## config.mk

```make
export PLATFORM = sky130hd
export DESIGN_NAME = cmd_fifo_arbiter
export DESIGN_NICKNAME = d
export VERILOG_FILES = /design/src/rtl/cmd_fifo_arbiter.sv
export SDC_FILE = /design/constraint.sdc
export NUM_CORES = 1
export LEC_CHECK = 0
export CAP_MARGIN = 30
export CORE_AREA = 4 4 226 228
export DETAILED_ROUTE_END_ITERATION = 8
export DIE_AREA = 0 0 230 232
export PLACE_DENSITY_LB_ADDON = 0.08
export SYNTH_ARGS = -nofsm -noshare
export SYNTH_HDL_FRONTEND = slang
export SYNTH_SLANG_ARGS = --single-unit
```

## constraint.sdc

```tcl
create_clock -name Clk -period 3.6 [get_ports Clk]
set_input_delay 0.36 -clock Clk [delete_from_list [all_inputs] [get_ports Clk]]
set_output_delay 0.36 -clock Clk [all_outputs]
set_load 0.02 [all_outputs]
```

## src/rtl/cmd_fifo_arbiter.sv

```systemverilog
`default_nettype none
// cmd_fifo_arbiter: round-robin, command-locked arbiter driving the FIFO_HS_CMD write port.
// Rev 1.0 - initial release.
module cmd_fifo_arbiter #(
  parameter  int NUM_REQ = 2,
  parameter  int CMD_W   = 179,
  parameter  int CNT_W   = 32,
  localparam int ID_W    = (NUM_REQ > 1) ? $clog2(NUM_REQ) : 1
) (
  input  logic                     Clk,
  input  logic                     Reset,
  input  logic [NUM_REQ-1:0]       req_valid,
  input  logic [NUM_REQ-1:0]       req_last,
  input  logic [NUM_REQ*CMD_W-1:0] req_data,
  output logic [NUM_REQ-1:0]       req_ready,
  output logic [CMD_W-1:0]         fifo_data,
  output logic                     fifo_wr_en,
  input  logic                     fifo_full,
  output logic [ID_W-1:0]          grant_id,
  output logic                     busy,
  output logic [CNT_W-1:0]         beat_cnt
);

  typedef enum logic [0:0] {
    IDLE   = 1'b0,
    LOCKED = 1'b1
  } state_t;

  state_t             state;
  logic [ID_W-1:0]    rr_ptr;
  logic [ID_W-1:0]    grant_r;
  logic               out_vld;
  logic [CMD_W-1:0]   out_data;
  logic [CNT_W-1:0]   cnt_r;

  logic               can_load;
  logic               found;
  logic               accept;
  logic               sel_last;
  logic [ID_W-1:0]    pick;
  logic [ID_W-1:0]    sel;
  logic [ID_W:0]      idx;
  logic [CMD_W-1:0]   sel_data;
  logic [CMD_W-1:0]   beats [NUM_REQ];

  for (genvar i = 0; i < NUM_REQ; i++) begin : g_unpack
    assign beats[i] = req_data[i*CMD_W +: CMD_W];
  end

  // Write strobe is combinational on Full so the FIFO never sees a write while full.
  assign fifo_wr_en = out_vld & ~fifo_full;
  assign can_load   = ~out_vld | fifo_wr_en;

  // Descending scan so the smallest offset from rr_ptr is the one that sticks.
  always_comb begin
    found = 1'b0;
    pick  = '0;
    idx   = '0;
    for (int k = NUM_REQ - 1; k >= 0; k--) begin
      idx = {1'b0, rr_ptr} + (ID_W+1)'(k);
      if (idx >= (ID_W+1)'(NUM_REQ))
        idx = idx - (ID_W+1)'(NUM_REQ);
      if (req_valid[idx[ID_W-1:0]]) begin
        found = 1'b1;
        pick  = idx[ID_W-1:0];
      end
    end
  end

  assign sel      = (state == LOCKED) ? grant_r : pick;
  assign sel_data = beats[sel];
  assign sel_last = req_last[sel];

  // While locked, ready depends only on the lock and the output stage.
  always_comb begin
    req_ready = '0;
    if (state == LOCKED)
      req_ready[grant_r] = can_load;
    else if (can_load && found)
      req_ready[pick] = 1'b1;
  end

  assign accept = |(req_valid & req_ready);

  function automatic logic [ID_W-1:0] next_id(input logic [ID_W-1:0] id);
    return (id == ID_W'(NUM_REQ - 1)) ? '0 : id + 1'b1;
  endfunction

  always_ff @(posedge Clk) begin
    if (Reset) begin
      state    <= IDLE;
      rr_ptr   <= '0;
      grant_r  <= '0;
      out_vld  <= 1'b0;
      out_data <= '0;
      cnt_r    <= '0;
    end else begin
      if (fifo_wr_en)
        cnt_r <= cnt_r + 1'b1;

      if (accept) begin
        out_vld  <= 1'b1;
        out_data <= sel_data;
      end else if (fifo_wr_en) begin
        out_vld  <= 1'b0;
      end

      if (accept) begin
        grant_r <= sel;
        if (sel_last) begin
          state  <= IDLE;
          rr_ptr <= next_id(sel);
        end else begin
          state  <= LOCKED;
        end
      end
    end
  end

  assign fifo_data = out_data;
  assign grant_id  = grant_r;
  assign beat_cnt  = cnt_r;
  assign busy      = (state == LOCKED) | out_vld;

endmodule
`default_nettype wire

```

-- After elaboration in Yosys (flattened, before gate mapping)
Index checks and enable logic that the tools add are counted.
- add/subtract/negate cells: 5
- $mul: 0
- divide/modulo/power cells: 0
- magnitude comparators: 10
- equality and inequality tests: 0
- shift-type cells: 0
- multiplexer cells: 26
- bitwise operators: 8
- reduce and logical (&&, ||, !) cells: 6
- operators with widths (operator ; count):
    179-bit two-way mux ; 3
    32-bit by 1-bit adder with 32-bit output (second input constant) ; 1
    1-bit two-way mux ; 19
    1-bit by 2-bit less-than comparator with 1-bit output (second input constant) ; 5
    2-bit AND ; 2
    2-bit greater-or-equal comparator (second input constant) ; 2
    2-bit two-way mux ; 2
    1-bit logical AND ; 3
    1-bit by 1-bit adder with 2-bit output (second input constant) ; 1
    1-bit demux with 1-bit select ; 2
    1-bit greater-or-equal comparator (second input constant) ; 2
    1-bit by 2-bit greater-or-equal comparator with 1-bit output (second input constant) ; 1
    1-bit NOT ; 2
    1-bit NOT with 2-bit output ; 1
    1-bit OR ; 2
    2-bit AND reduction ; 1
    2-bit nonzero test ; 1
    2-bit OR reduction ; 1
    1-bit subtractor (second input constant) ; 2
    1-bit adder (second input constant) ; 1
    1-bit AND ; 1
- bits in registers: 215
- latch bits: 0
- memory bits (writable): 0
- memory bits (read-only): 0
- input port bits: 365
- output and inout bits: 216
- word-level logic and storage cells: 61
- memories kept: 0

-- Longest topological paths before layout
Gate-level depths: netlist of the first run.
- depth after elaboration: 16
- mapped depth: 7
- mapped depth without buffers: 5

-- Worst setup path after synthesis of the first run
Ideal clock, no wire load.
- path kind: register to register
- from: register cnt_r[0] (netlist: beat_cnt[0])
- to: register cnt_r[30] (netlist: beat_cnt[30])
- setup time: 0.070 ns
- arrival: 1.761 ns
- data required time: 3.530 ns
- setup slack: 1.769 ns
- cell stages (with the launch flop): 7
- buffers on the path: 1
- clock period less this slack: 1.831 ns
- cell sequence: dfxtp_1 -> ha_1 -> nand3b_4 -> nand4bb_1 -> buf_2 -> or4_1 -> a21oi_1
- longest elaborated chain between the ends: 1
- RTL lines (element ; line ; source):
    from (decl) ; 34 ; logic [CNT_W-1:0] cnt_r;
    from (signal assigned) ; 99 ; cnt_r <= cnt_r + 1'b1;
    32-bit by 1-bit adder with 32-bit output ; 99 ;
No other way between the ends.
A chain may end at the register's enable or synchronous reset.

-- Worst setup path after layout of the first run
- from: register out_vld
- to: output fifo_wr_en
- longest elaborated chain between the ends: 1
- RTL lines (element ; line ; source):
    from (decl) ; 32 ; logic out_vld;
    from (signal assigned) ; 94 ; out_vld <= 1'b0;
    from (signal assigned) ; 102 ; out_vld <= 1'b1;
    from (signal assigned) ; 105 ; out_vld <= 1'b0;
    1-bit AND ; 51 ; assign fifo_wr_en = out_vld & ~fifo_full;
    to (decl) ; 17 ; output logic fifo_wr_en,
No other way between the ends.

==> results of run 1 <==
==> final cells by class <==
cell class                      count  area share (%)
Timing Repair Buffer              598            35.5
Sequential cell                   215            25.3
Antenna cell                        4          0.0588
Clock inverter                      7           0.353
Tap cell                          664            4.88
Multi-Input combinational cell    697            28.6
Inverter                            3          0.0661
Clock buffer                       44            5.24
==> path summary, 6_finish.rpt <==
kind,from,cells past startpoint,slack [ns],to
worst max register to register,grant_id,6,1.49,fifo_data[124]
worst min-delay path,Reset,2,0.39,fifo_data[171]
worst max-delay path,out_vld,2,0.87,fifo_wr_en
worst min register to register,beat_cnt[31],2,0.48,beat_cnt[31]
==> metrics by stage <==
step                std cells  power [mW]  utilization, %  hold slack, ns  area (sq um)
global route             2231        8.38            34.9           0.409         17000
floorplan                1009        4.00               -           0.508          9790
finish                   2232        7.95            34.9           0.387         17000
global placement         2177        5.17            32.9           0.463         16100
detailed placement       2177        5.17            32.9           0.476         16100
CTS                      2228        8.14            34.8           0.359         17000
==> synthesized netlist by cell type (all sizes together), types with 2 or more instances <==
library cell	count	area [sq um]
o21a	2	15.0
or4	9	67.6
a21oi	23	115
o21ai	9	45.0
nor2	196	736
buf	58	489
o31ai	9	67.6
nor3	3	15.0
mux2i	181	1810
or3	9	56.3
nand4	10	98.8
nor4	3	18.8
nor2b	2	12.5
nand2b	2	12.5
nand2	14	52.6
a211oi	179	1340
xor2	7	61.3
dfxtp	215	4300
o21ba	2	20.0
o211ai	2	15.0
inv	3	11.3
and4	4	37.5
clkbuf	36	135
nand3	10	50.1
xnor2	4	35.0
and3	5	31.3
==> critical path: stages (launching register included) <==
cell	delay, ns
dfxtp_1	0.61
nor2b_1	0.47
clkdlybuf4s50_1	0.73
==> flip-flops by register name (all words and copies together) (netlist names) <==
signal and cells:
grant_id 1, fifo_data 179, rr_ptr 1, beat_cnt 32, out_vld 1, state 1
==> logic make-up after synthesis <==
group	Yosys count
mux	182
buf+inv	97
compound gates	230
xor+xnor	11
flops	215
simple gates	273
fa+ha+maj	1
==> report_power, final <==
part / leakage [nW] / internal, mW / total [mW] / switching (mW)
combinational: 4.70 / 1.17 / 2.30 / 1.13
clock: 0.479 / 1.76 / 2.87 / 1.11
sequential: 1.78 / 2.65 / 2.79 / 0.142
==> per-layer routing <==
metal | vias to the layer above | routed length, um | GRT usage (%)
met3 | 58 | 4260 | 7.00
met1 | 4272 | 16100 | 16.1
met5 | - | 52 | 0.368
met2 | 319 | 22000 | 27.5
met4 | 8 | 1130 | 4.10
li1 | 4795 | - | -
==> results.md, run 1 <==
* Status: completed
* EDFF count, synth at 0
* Area of the multi-input gates at 0.00487 sq mm
* Chip Height at 232 um
* ANT nets after route at 0
* Share of cells above drive strength 1 at 4.92%
* CP Data Arrival Time at 2.37 ns
* Vias per cell at 4.23
* Synth Area in XOR/XNOR at 0.984%
* Die X at 230 um
* Minimum clock period at 2.73 ns
* Post_cts resized at 0
* Worst slew margin at 40.6%
* Main synth FF type: dfxtp_1
* Mean Syn Cell Area at 9.70 sq um
* Syn Nets at 1375
* Largest net degree at the start of global routing at 186
* Count of standard-cell rows at 81
* WL final at 43600 um
* Die area at 0.0534 sq mm
* Commonest non-fill, non-tap cell in the layout: clkdlybuf4s50_1
* HPWL after detailed placement at 33600 um
* Overflow after GRT at 0
* Final Setup Violations at 0
* Synth Area in Adders at 0.128%
* I/O pins at 581
* Port buffer count at 580
* Placeable Area at 0.0488 sq mm
* Yosys reg bits at 215
* Register area share after synthesis at 44.0%
* Async S/R FF share, synth at 0%
* FF/Latch Area at 0.00430 sq mm
* Final Max Slew Viols at 0
* CTS tree: done
* Reg clk slew, reported paths at 0.06 ns
* First-pass iteration count of the detailed router at 4
* Most frequent cells in the layout: clkdlybuf4s50_1 (579), dfxtp_1 (215), nor2_1 (196)
* Synth Area in Simple Gates at 12.8%
* GRT Util Overall at 15.3%
* Clock buffer count from CTS at 28
* Crit-path max FO at 10
* Power Dens Cells at 467 mW/mm^2
* Hold Fails Final Rpt at 0
* Setup WS pre-CTS at 0.930 ns
* Max Cap Violations at 0
* CTS Hold Buffers Added at 0
* Worst Tran Pin Value at 0.891 ns
* Drt wl/cell at 19.5 um
* Synthesized area at 0.00979 sq mm
* Layout Nets at 1909
* Max Buffers Root-to-Sink at 3
* DRT iter0 DRCs at 322
* Multiplexer share of the synthesized area at 18.6%
* Number of global-route vias before repair at 9640
* Initial antenna violation count at 10
* Clock latency on the worst-skew pair at 0.55 ns
* Setup ws final at 0.874 ns
* # H-tree levels at 1
* Startpoint types: flop
* Fill cell count at 5036
* Initial core utilization at 20.0%
* Worst setup EP type: output pin
* Clock root buffer: clkbuf_16
* First-pass GRT wire length at 62600 um
* Worst vdd ir at 316 uV
* Total number of vias at 9452
* Unrepaired setup endpoints after global routing: no
* Post-synth cell types at 45
* Worst Setup Path Type: flop to output pin
* Postcts setup bufs at 0
* Hold crit path type: input port to flop
* Largest family of logic cells by synthesized area: multiplexers
* Yosys Warn Count at 0
* F_max at 367 MHz
* Final Cycle Share at 75.7%
* Final Wtd Congestion at 0.758
* Synth-to-Final Area Change at 74.0%
* # DRC at 0
* Fin Setup TNS at 0 ns
* Mapped Cells at 1009
* Required time worst endpoint at 3.24 ns
* Clock Skew at 0.00541 ns
* Leakage at 6.96 nW
* Clk sinks at 215
* Compound-Gate Fraction of Synth Area at 17.0%
No activity file was read; power rests on OpenSTA's default activity.
==> run 2: changes to the inputs <==
--- a/config.mk
+++ b/config.mk
@@ -6,9 +6,9 @@
 export NUM_CORES = 1
 export LEC_CHECK = 0
 export CAP_MARGIN = 30
-export CORE_AREA = 4 4 226 228
+export CORE_AREA = 4 4 221 223
 export DETAILED_ROUTE_END_ITERATION = 8
-export DIE_AREA = 0 0 230 232
+export DIE_AREA = 0 0 225 227
 export PLACE_DENSITY_LB_ADDON = 0.08
 export SYNTH_ARGS = -nofsm -noshare
 export SYNTH_HDL_FRONTEND = slang
==> constraint.sdc (replaced) <==
create_clock -name Clk -period 2.9 [get_ports Clk]
set_input_delay 0.29 -clock Clk [delete_from_list [all_inputs] [get_ports Clk]]
set_output_delay 0.29 -clock Clk [all_outputs]
set_load 0.02 [all_outputs]
==> results.md, run 2 (same netlist as run 1, synthesis figures left out) <==
* Status: completed
* Net Sw Frac at 30.0% (+0.071 points)
* Number of global-route vias before repair at 9775 (+1.4%)
* Worst r2r dst: fifo_data[135]
* Hold path endpoint: beat_cnt[24]
* First-pass GRT wire length at 62100 um (-0.72%)
* Worst vdd ir at 343 uV (+8.7%)
* Critical path buffer and inverter count at 1 (unchanged)
* Postcts setup bufs at 0 (unchanged)
* Startpoint types: flop
* Worst Tran Pin Value at 0.610 ns (-0.281 ns)
* Port buffer count at 580 (unchanged)
* Synth-to-Final Area Change at 74.3%
* CTS Hold Buffers Added at 0 (unchanged)
* Worst R2R Path Depth at 6 (unchanged)
* Reg clk slew, reported paths at 0.06 ns (about the same)
* Clock Skew at 0.0281 ns (+0.0227 ns)
* CP Launch Point: state
* Sequential share of power at 35.0% (about the same)
* Final Cycle Share at 88.4%
* CTS tree: done
* Hold_sp: Reset
* Highest cell delay on the worst timing path at 0.66 ns (-0.07 ns)
* Count of standard-cell rows at 79 (-2.5%)
* Overflow after GRT at 0 (unchanged)
* CP Cell Sequence: nand2b_1 -> o21a_4 -> a21oi_1 -> clkdlybuf4s50_1
* Fill cell count at 4733 (-6.0%)
* Most frequent cells in the layout: clkdlybuf4s50_1 (579), dfxtp_1 (215), nor2_1 (196)
* Design Area, Final at 0.0171 sq mm (+0.17%)
* R2r setup slk at 0.82 ns (-0.67 ns)
* Max reg flops at 179 (unchanged)
* Post-DP Area at 0.0161 sq mm (+0.15%)
* Commonest non-fill, non-tap cell in the layout: clkdlybuf4s50_1
* Max Buffers Root-to-Sink at 3 (unchanged)
* Die area at 0.0511 sq mm (-4.3%)
* Max Cap Violations at 0 (unchanged)
* Final Wtd Congestion at 0.774 (+2.0%)
* Combinational share of power at 29.2% (+0.3 points)
* Total number of vias at 9481 (+0.31%)
* Layout Nets at 1921 (+0.63%)
* I/O pins at 581 (unchanged)
* # H-tree levels at 1 (unchanged)
* Vias per cell at 4.33 (+2.3%)
* Finished Layout Cells at 2189 (-1.9%)
* CP Data Arrival Time at 2.27 ns (-0.10 ns)
* WL final at 43600 um (about the same)
* Final Max Slew Viols at 0 (unchanged)
* Initial antenna violation count at 7 (-3)
* Worst path slowest cell: clkdlybuf4s50_1
* Worst slew margin at 59.3% (+19 points)
* Largest net degree at the start of global routing at 97 (-48%)
* Switching pwr at 2.98 mW (+25%)
* CP delay by family, top: buffers and inverters
* Hold crit path type: input port to flop
* Leakage at 7.01 nW (+0.68%)
* Clock root buffer: clkbuf_16
* Clk sinks at 215 (unchanged)
* Drt wl/cell at 19.9 um (+2.0%)
* Power Dens Cells at 581 mW/mm^2 (+25%)
* HPWL after detailed placement at 34200 um (+1.6%)
* Clock buffer count from CTS at 29 (+3.6%)
* Unrepaired setup endpoints after global routing: no
* ANT nets after route at 0 (unchanged)
* Final Setup Violations at 0 (unchanged)
* Internal Power at 6.94 mW (+25%)
* Share of cells above drive strength 1 at 5.39% (+0.47 points)
* Minimum clock period at 2.56 ns
* Inst Count DP at 2131 (-2.1%)
* Worst setup EP type: output pin
* Placeable Area at 0.0466 sq mm (-4.7%)
* Initial core utilization at 21.0% (+0.99 points)
* DRT iter0 DRCs at 301 (-6.5%)
* GRT Util Overall at 15.9% (+0.59 points)
* Post_cts resized at 0 (unchanged)
* Reg2reg start: state
* Clock Power Share at 35.8% (-0.3 points)
* First-pass iteration count of the detailed router at 4 (unchanged)
* Chip Height at 227 um (-2.2%)
* Hold Fails Final Rpt at 0 (unchanged)
* Die X at 225 um (-2.2%)
* WHS Path Cells at 2 (unchanged)
* Worst Setup Path Type: flop to output pin
* F_max at 390 MHz
* # DRC at 0 (unchanged)
* Required time worst endpoint at 2.61 ns (-0.63 ns)
* Fin Setup TNS at 0 ns (unchanged)
* Cell depth of the worst setup path at 4 (+2)
* Clock latency on the worst-skew pair at 0.56 ns (about the same)
* Crit-path max FO at 7 (-3)
[run 2: cell count changes in the layout (fill, tap and decap cells not counted)]
cell | previous run | this run
buf_12 | 9 | 10
buf_4 | 9 | 19
clkbuf_1 | 4 | 9
clkbuf_8 | 11 | 10
clkinv_2 | 6 | 2
clkinv_4 | 0 | 1
diode_2 | 4 | 5
inv_6 | 0 | 1
[run 2: worst max-delay path by stage]
stage	endpoint
floorplan	beat_cnt[30]
global placement	fifo_data[135]
detailed placement	fifo_data[135]
global route	req_ready[1]
finish	req_ready[1]
CTS	req_ready[1]
[run 2: cell type report]
cell class	instances	area (sq um)	share of cell area [%]
repair buffers	609	6150	36.0
multi-input cells	697	4870	28.5
flip-flops and latches	215	4300	25.2
clock buffers	48	897	5.26
well taps	607	759	4.45
clock inverters	5	57.6	0.337
diodes	5	12.5	0.0733
inverters	3	11.3	0.0660
[run 2: stage by stage]
step / utilization (%) / total power [mW] / setup slack (ns) / hold slack [ns]
2_1_floorplan: - / 4.97 / 1.07 / 0.503
3_3_place_gp: 34.6 / 6.47 / 0.369 / 0.471
3_5_place_dp: 34.6 / 6.48 / 0.395 / 0.472
4_1_cts: 36.6 / 10.1 / 0.294 / 0.164
5_1_grt: 36.6 / 10.4 / 0.229 / 0.193
6_report: 36.6 / 9.92 / 0.337 / 0.200
[run 2: layer usage]
layer | up-vias | wire length, um | track usage, % | part of all wire, %
li1 | 4811 | - | - | -
met1 | 4277 | 16400 | 17.5 | 38
met2 | 331 | 22100 | 28.3 | 51
met3 | 58 | 3900 | 5.93 | 8.9
met4 | 4 | 1180 | 5.22 | 2.7
met5 | - | 26 | 0 | 0.060
[run 2: power by group through the flow]
stage	sequential (mW)	clock, mW	combinational [mW]
floorplan	3.90	0	1.07
global placement	3.52	0	2.96
detailed placement	3.53	0	2.95
CTS	3.47	3.69	2.96
global route	3.51	3.80	3.11
finish	3.47	3.55	2.90
==> RTL edit 1 (settings of run 2) <==
The parameter `CNT_W` goes from 32 to 64.
--- a/src/rtl/cmd_fifo_arbiter.sv
+++ b/src/rtl/cmd_fifo_arbiter.sv
@@ -5,5 +5,5 @@
   parameter  int NUM_REQ = 2,
   parameter  int CMD_W   = 179,
-  parameter  int CNT_W   = 32,
+  parameter  int CNT_W   = 64,
   localparam int ID_W    = (NUM_REQ > 1) ? $clog2(NUM_REQ) : 1
 ) (
Interface: changed (resized beat_cnt); port bits go from 581 to 613. The function was not compared with the original's and may differ.
==> RTL edit 1 against run 2 <==
- wire length increased by 17%
- non-clock buffer count increased by 24
- sequential cell count increased by 32
- global-route usage increased by 2.7 points
- cell count increased by 10%
- synthesized cell count increased by 20%
- critical path depth unchanged
- synthesized area increased by 14%
- setup slack improved by 1.9 ps
- design area increased by 11%
- power increased by 7.4%
- count of clock-buffer cells in the layout increased by 1
- critical endpoint unchanged
- largest power group is now sequential cells
- highest routed layer unchanged
==> RTL edit 1: results (changes against run 2) <==
largest_register_ffs: 179  # unchanged
cp_max_fo: 6  # -1
synth_commonest_cells: "dfxtp_1 (247), nor2_1 (235), mux2i_1 (181)"
grt.total_usage_pct: 18.57  # +2.7 points
yosysSeqAreaShare_pct: 44.39  # +0.43 points
wl_per_cell_um: 21.10  # +5.9%
ir_worst_vdd_mv: 0.3613  # +5.3%
clk_latency_ps: 570
yosysWarnings: 0  # unchanged
gp_congestion: 0.7993  # +3.3%
cts_htree_levels: 1  # unchanged
synthTopCellsByArea: "dfxtp_1 (44%), mux2i_1 (16%), a211oi_1 (12%)"
nets: 2148  # +12%
cts_resized: 0  # unchanged
clkSlewWorstSetupHoldPaths_ps: 60  # about the same
grt_max_degree: 127  # +31%
synthArstFlopShare_pct: 0  # unchanged
grt_pass1_wl_um: 72110  # +16%
postCtsSetupRepairBufs: 0  # unchanged
ys_types: 50  # +11%
dpl.hpwl_um: 39520  # +16%
synthMostInstantiatedCell: "dfxtp_1"
fin_worst_skew_ps: 5.964  # -22.11 ps
worstMarginPinSlew_ps: 646.6  # +36.69 ps
drt_iter0_drc: 512  # +70%
synth_nets: 1576  # +15%
antenna_found_initial: 8  # +1
switching_share_pct: 29.59  # -0.46 points
cts_made_buffers: 31  # +6.9%
clk_path_buf_depth: 3  # unchanged
drt_pass1_iterations: 4  # unchanged
vias_per_cell: 4.575  # +5.6%
status: "complete, no violations"
nFillCells: 4645  # -1.9%
grt_pass1_vias: 11080  # +13%
clock-root-buffer: "clkbuf_16"
portBuffers: 612  # +5.5%
cp_data_arrival_time_ps: 2270  # about the same
drive_gt1_share_pct: 4.989  # -0.40 points
leakage_nw: 6.767  # -3.4%
min_path_type: "in2reg"
==> RTL edit 1: path summary, 6_finish.rpt <==
check	from	to	slack (ps)	cells after the start
max	state$_SDFFE_PP0P_	req_ready[1]	340	4
min	Reset	beat_cnt[19]$_SDFFE_PP0P_	330	2
max reg2reg	beat_cnt[39]$_SDFFE_PP0P_	beat_cnt[54]$_SDFFE_PP0P_	590	5
min reg2reg	fifo_data[142]$_SDFFE_PP0P_	fifo_data[142]$_SDFFE_PP0P_	490	2
==> RTL edit 1: worst max-delay path, cell delays in order (launching register included) <==
cell	delay (ps)
dfxtp_1	380
nor2b_1	210
a22o_4	210
a21boi_0	210
clkdlybuf4s50_1	690
==> RTL edit 1: layer usage <==
layer  routed length (um)  share of wire, %  vias to the layer above  global-route usage, %
met2                25860                51                      342                  32.98
li1                     -                 -                     5565                      -
met5                   48             0.094                        -                      0
met4                 1839               3.6                        8                  6.324
met1                19570                38                     5044                  21.15
met3                 3617               7.1                       85                  5.932
==> RTL edit 1: cell families after synthesis <==
group | count (synthesis) | synth area share (%)
fa+ha+maj | 1 | 0.1123
mux | 182 | 16.37
simple gates | 395 | 16.85
buf+inv | 105 | 4.067
compound gates | 245 | 15.46
xor+xnor | 35 | 2.752
flops | 247 | 44.39
==> RTL edit 1: metrics by stage <==
| step | area (um2) | setup slack [ps] | instances | util, % | hold slack (ps) |
|---|---|---|---|---|---|
| after CTS | 18950 | 258.8 | 2411 | 40.71 | 283.5 |
| after floorplan | 11140 | 816.3 | 1210 | - | 399.2 |
| after global routing | 18960 | 181.6 | 2414 | 40.72 | 310.1 |
| final | 18960 | 339.2 | 2414 | 40.72 | 329.1 |
| after detailed placement | 17940 | 367.5 | 2356 | 38.53 | 490.8 |
| after global placement | 17940 | 401.3 | 2356 | 38.53 | 481.6 |
==> RTL edit 1: power groups by stage <==
stage / clock, mW / sequential [mW] / combinational (mW)
2_1_floorplan: 0 / 4.34 / 0.969
3_3_place_gp: 0 / 3.96 / 2.91
3_5_place_dp: 0 / 3.97 / 2.91
4_1_cts: 4.02 / 3.90 / 2.92
5_1_grt: 4.15 / 3.94 / 3.07
6_report: 3.89 / 3.90 / 2.87
==> RTL edit 1: final cells by class <==
class / instances / area share, %
inverters: 11 / 0.2178
diodes: 3 / 0.03960
multi-input cells: 858 / 30.42
well taps: 607 / 4.006
flip-flops and latches: 247 / 26.08
repair buffers: 633 / 33.89
clock buffers: 49 / 4.923
clock inverters: 6 / 0.4224
==> RTL edit 2 (config.mk and constraints of run 2) <==
Made on the original files. Make the reset (`Reset`) asynchronous in one clocked block.
--- a/src/rtl/cmd_fifo_arbiter.sv
+++ b/src/rtl/cmd_fifo_arbiter.sv
@@ -87,5 +87,5 @@
   endfunction
 
-  always_ff @(posedge Clk) begin
+  always_ff @(posedge Clk or posedge Reset) begin
     if (Reset) begin
       state    <= IDLE;
Behaviour: differs if Reset is asserted again (counterexample within 4 cycles, from zero or initial values and one cycle with Reset high); with Reset held inactive, the same outputs for 4 cycles.
==> RTL edit 2 against run 2 <==
- synthesized area grew 2.3%
- design area grew 2.2%
- setup slack gained 55 ps
- critical endpoint is now req_ready[0]
- wire length shrank 4.4%
- synthesized cell count shrank 6.9%
- cell count shrank 2.1%
- sequential cell count is the same
Power is not compared: it rests on default switching activity, and its combinational part moved more than twofold at a synthesized area within 25%.
==> RTL edit 2: results (changes against run 2) <==
synthTopCellsByArea: "dfrtp_1 (54%), mux2i_1 (18%), o21ai_0 (7.3%)"
drt_iter0_drc: 419  # +39%
n_antenna_cell: 4  # -1
cp_data_arrival_time_ps: 2220  # -50 ps
r2r-start: "state$_DFFE_PP0P_"
grt_pass1_wl_um: 60150  # -3.2%
worst_slack_ps: 392.1  # +54.76 ps
dpl.hpwl_um: 33020  # -3.4%
place_ws_ps: 490.5  # +95.40 ps
nets: 1881  # -2.1%
nFillCells: 4667  # -1.4%
synth-edff-count: 0  # unchanged
gp_congestion: 0.7776  # +0.53%
synth-main-ff-cell: "dfrtp_1"
synthesis.instances: 939  # -6.9%
antenna_found_initial: 4  # -3
r2r_slack_ps: 900  # +80 ps
maxSlewHeadroom_pct: 43.23  # -16 points
ys_types: 37  # -18%
synthArstFlopShare_pct: 100.0  # +100 points
synth_nets: 1305  # -5.1%
dpl-instance-area_um2: 16500  # +2.5%
yosysSeqAreaShare_pct: 53.72  # +9.8 points
cp_max_fo: 5  # -2
buffer_area_share_pct: 35.25  # -0.80 points
grt_max_degree: 126  # +30%
grt.total_usage_pct: 15.48  # -0.38 points
cts_htree_levels: 1  # unchanged
clk_latency_ps: 560  # about the same
clkCellAreaFrac_pct: 5.337  # -0.26 points
dpl.cell_count: 2091  # -1.9%
clockBufferCount: 44  # -8.3%
comb.multi_input.count: 654  # -6.2%
holdWs_ps: 143.0  # -57.41 ps
multi_input_area_um2: 4187  # -14%
vias: 8887  # -6.3%
status: "complete, no violations"
synth_commonest_cells: "dfrtp_1 (215), nand2_1 (191), mux2i_1 (179)"
syn_avg_cell_area_um2: 10.67  # +9.9%
drive_gt1_share_pct: 5.160  # -0.23 points
routed_wl_um: 41700  # -4.4%
num-nonclk-inverters: 6  # +3
min_path_type: "in2async"
wl_per_cell_um: 19.47  # -2.3%
seq_share_pct: 30.85  # +5.6 points
[RTL edit 2: cells by family after synthesis]
kind of cell	synth area share [%]
AND/OR/NAND/NOR	10.96
adder cells (fa/ha/maj)	0.1249
XOR/XNOR	2.711
multiplexers	18.12
flip-flops	53.72
buffers and inverters	4.660
AO/OA/AOI/OAI	9.708
[RTL edit 2: worst max-delay path, cell delays in order, from the launching register on]
cell and delay (ps):
dfrtp_1 410, nand2_1 210, a21boi_0 310, clkdlybuf4s50_1 730
[RTL edit 2: through the flow]
stage | TNS, ps | power, mW
6_report | 0 | 17.82
3_5_place_dp | 0 | 14.54
3_3_place_gp | 0 | 14.50
5_1_grt | 0 | 19.02
4_1_cts | 0 | 18.24
2_1_floorplan | -40450 | 10.11
[RTL edit 2: power breakdown]
| part | internal, mW | switching (mW) | total (mW) |
|---|---|---|---|
| logic | 4.29 | 4.92 | 9.21 |
| registers | 4.31 | 0.760 | 5.07 |
| clock network | 2.19 | 1.35 | 3.54 |
| total | 10.8 | 7.03 | 17.8 |
[RTL edit 2: path summary, 6_finish.rpt]
check | depth (start not counted) | to
max in group asynchronous | 4 | fifo_data[71]$_DFFE_PP0P_
worst min-delay path | 2 | fifo_data[85]$_DFFE_PP0P_
worst min register to register | 2 | fifo_data[126]$_DFFE_PP0P_
min in group Clk | 3 | fifo_data[18]$_DFFE_PP0P_
worst max register to register | 7 | fifo_data[59]$_DFFE_PP0P_
worst max-delay path | 3 | req_ready[0]
[RTL edit 2: layer usage]
metal | wire, um | part of all wire [%] | track usage (%)
met5 | 27 | 0.065 | 0
met1 | 15950 | 38 | 17.69
met3 | 3472 | 8.3 | 5.545
met4 | 784 | 1.9 | 3.162
met2 | 21460 | 51 | 28.02
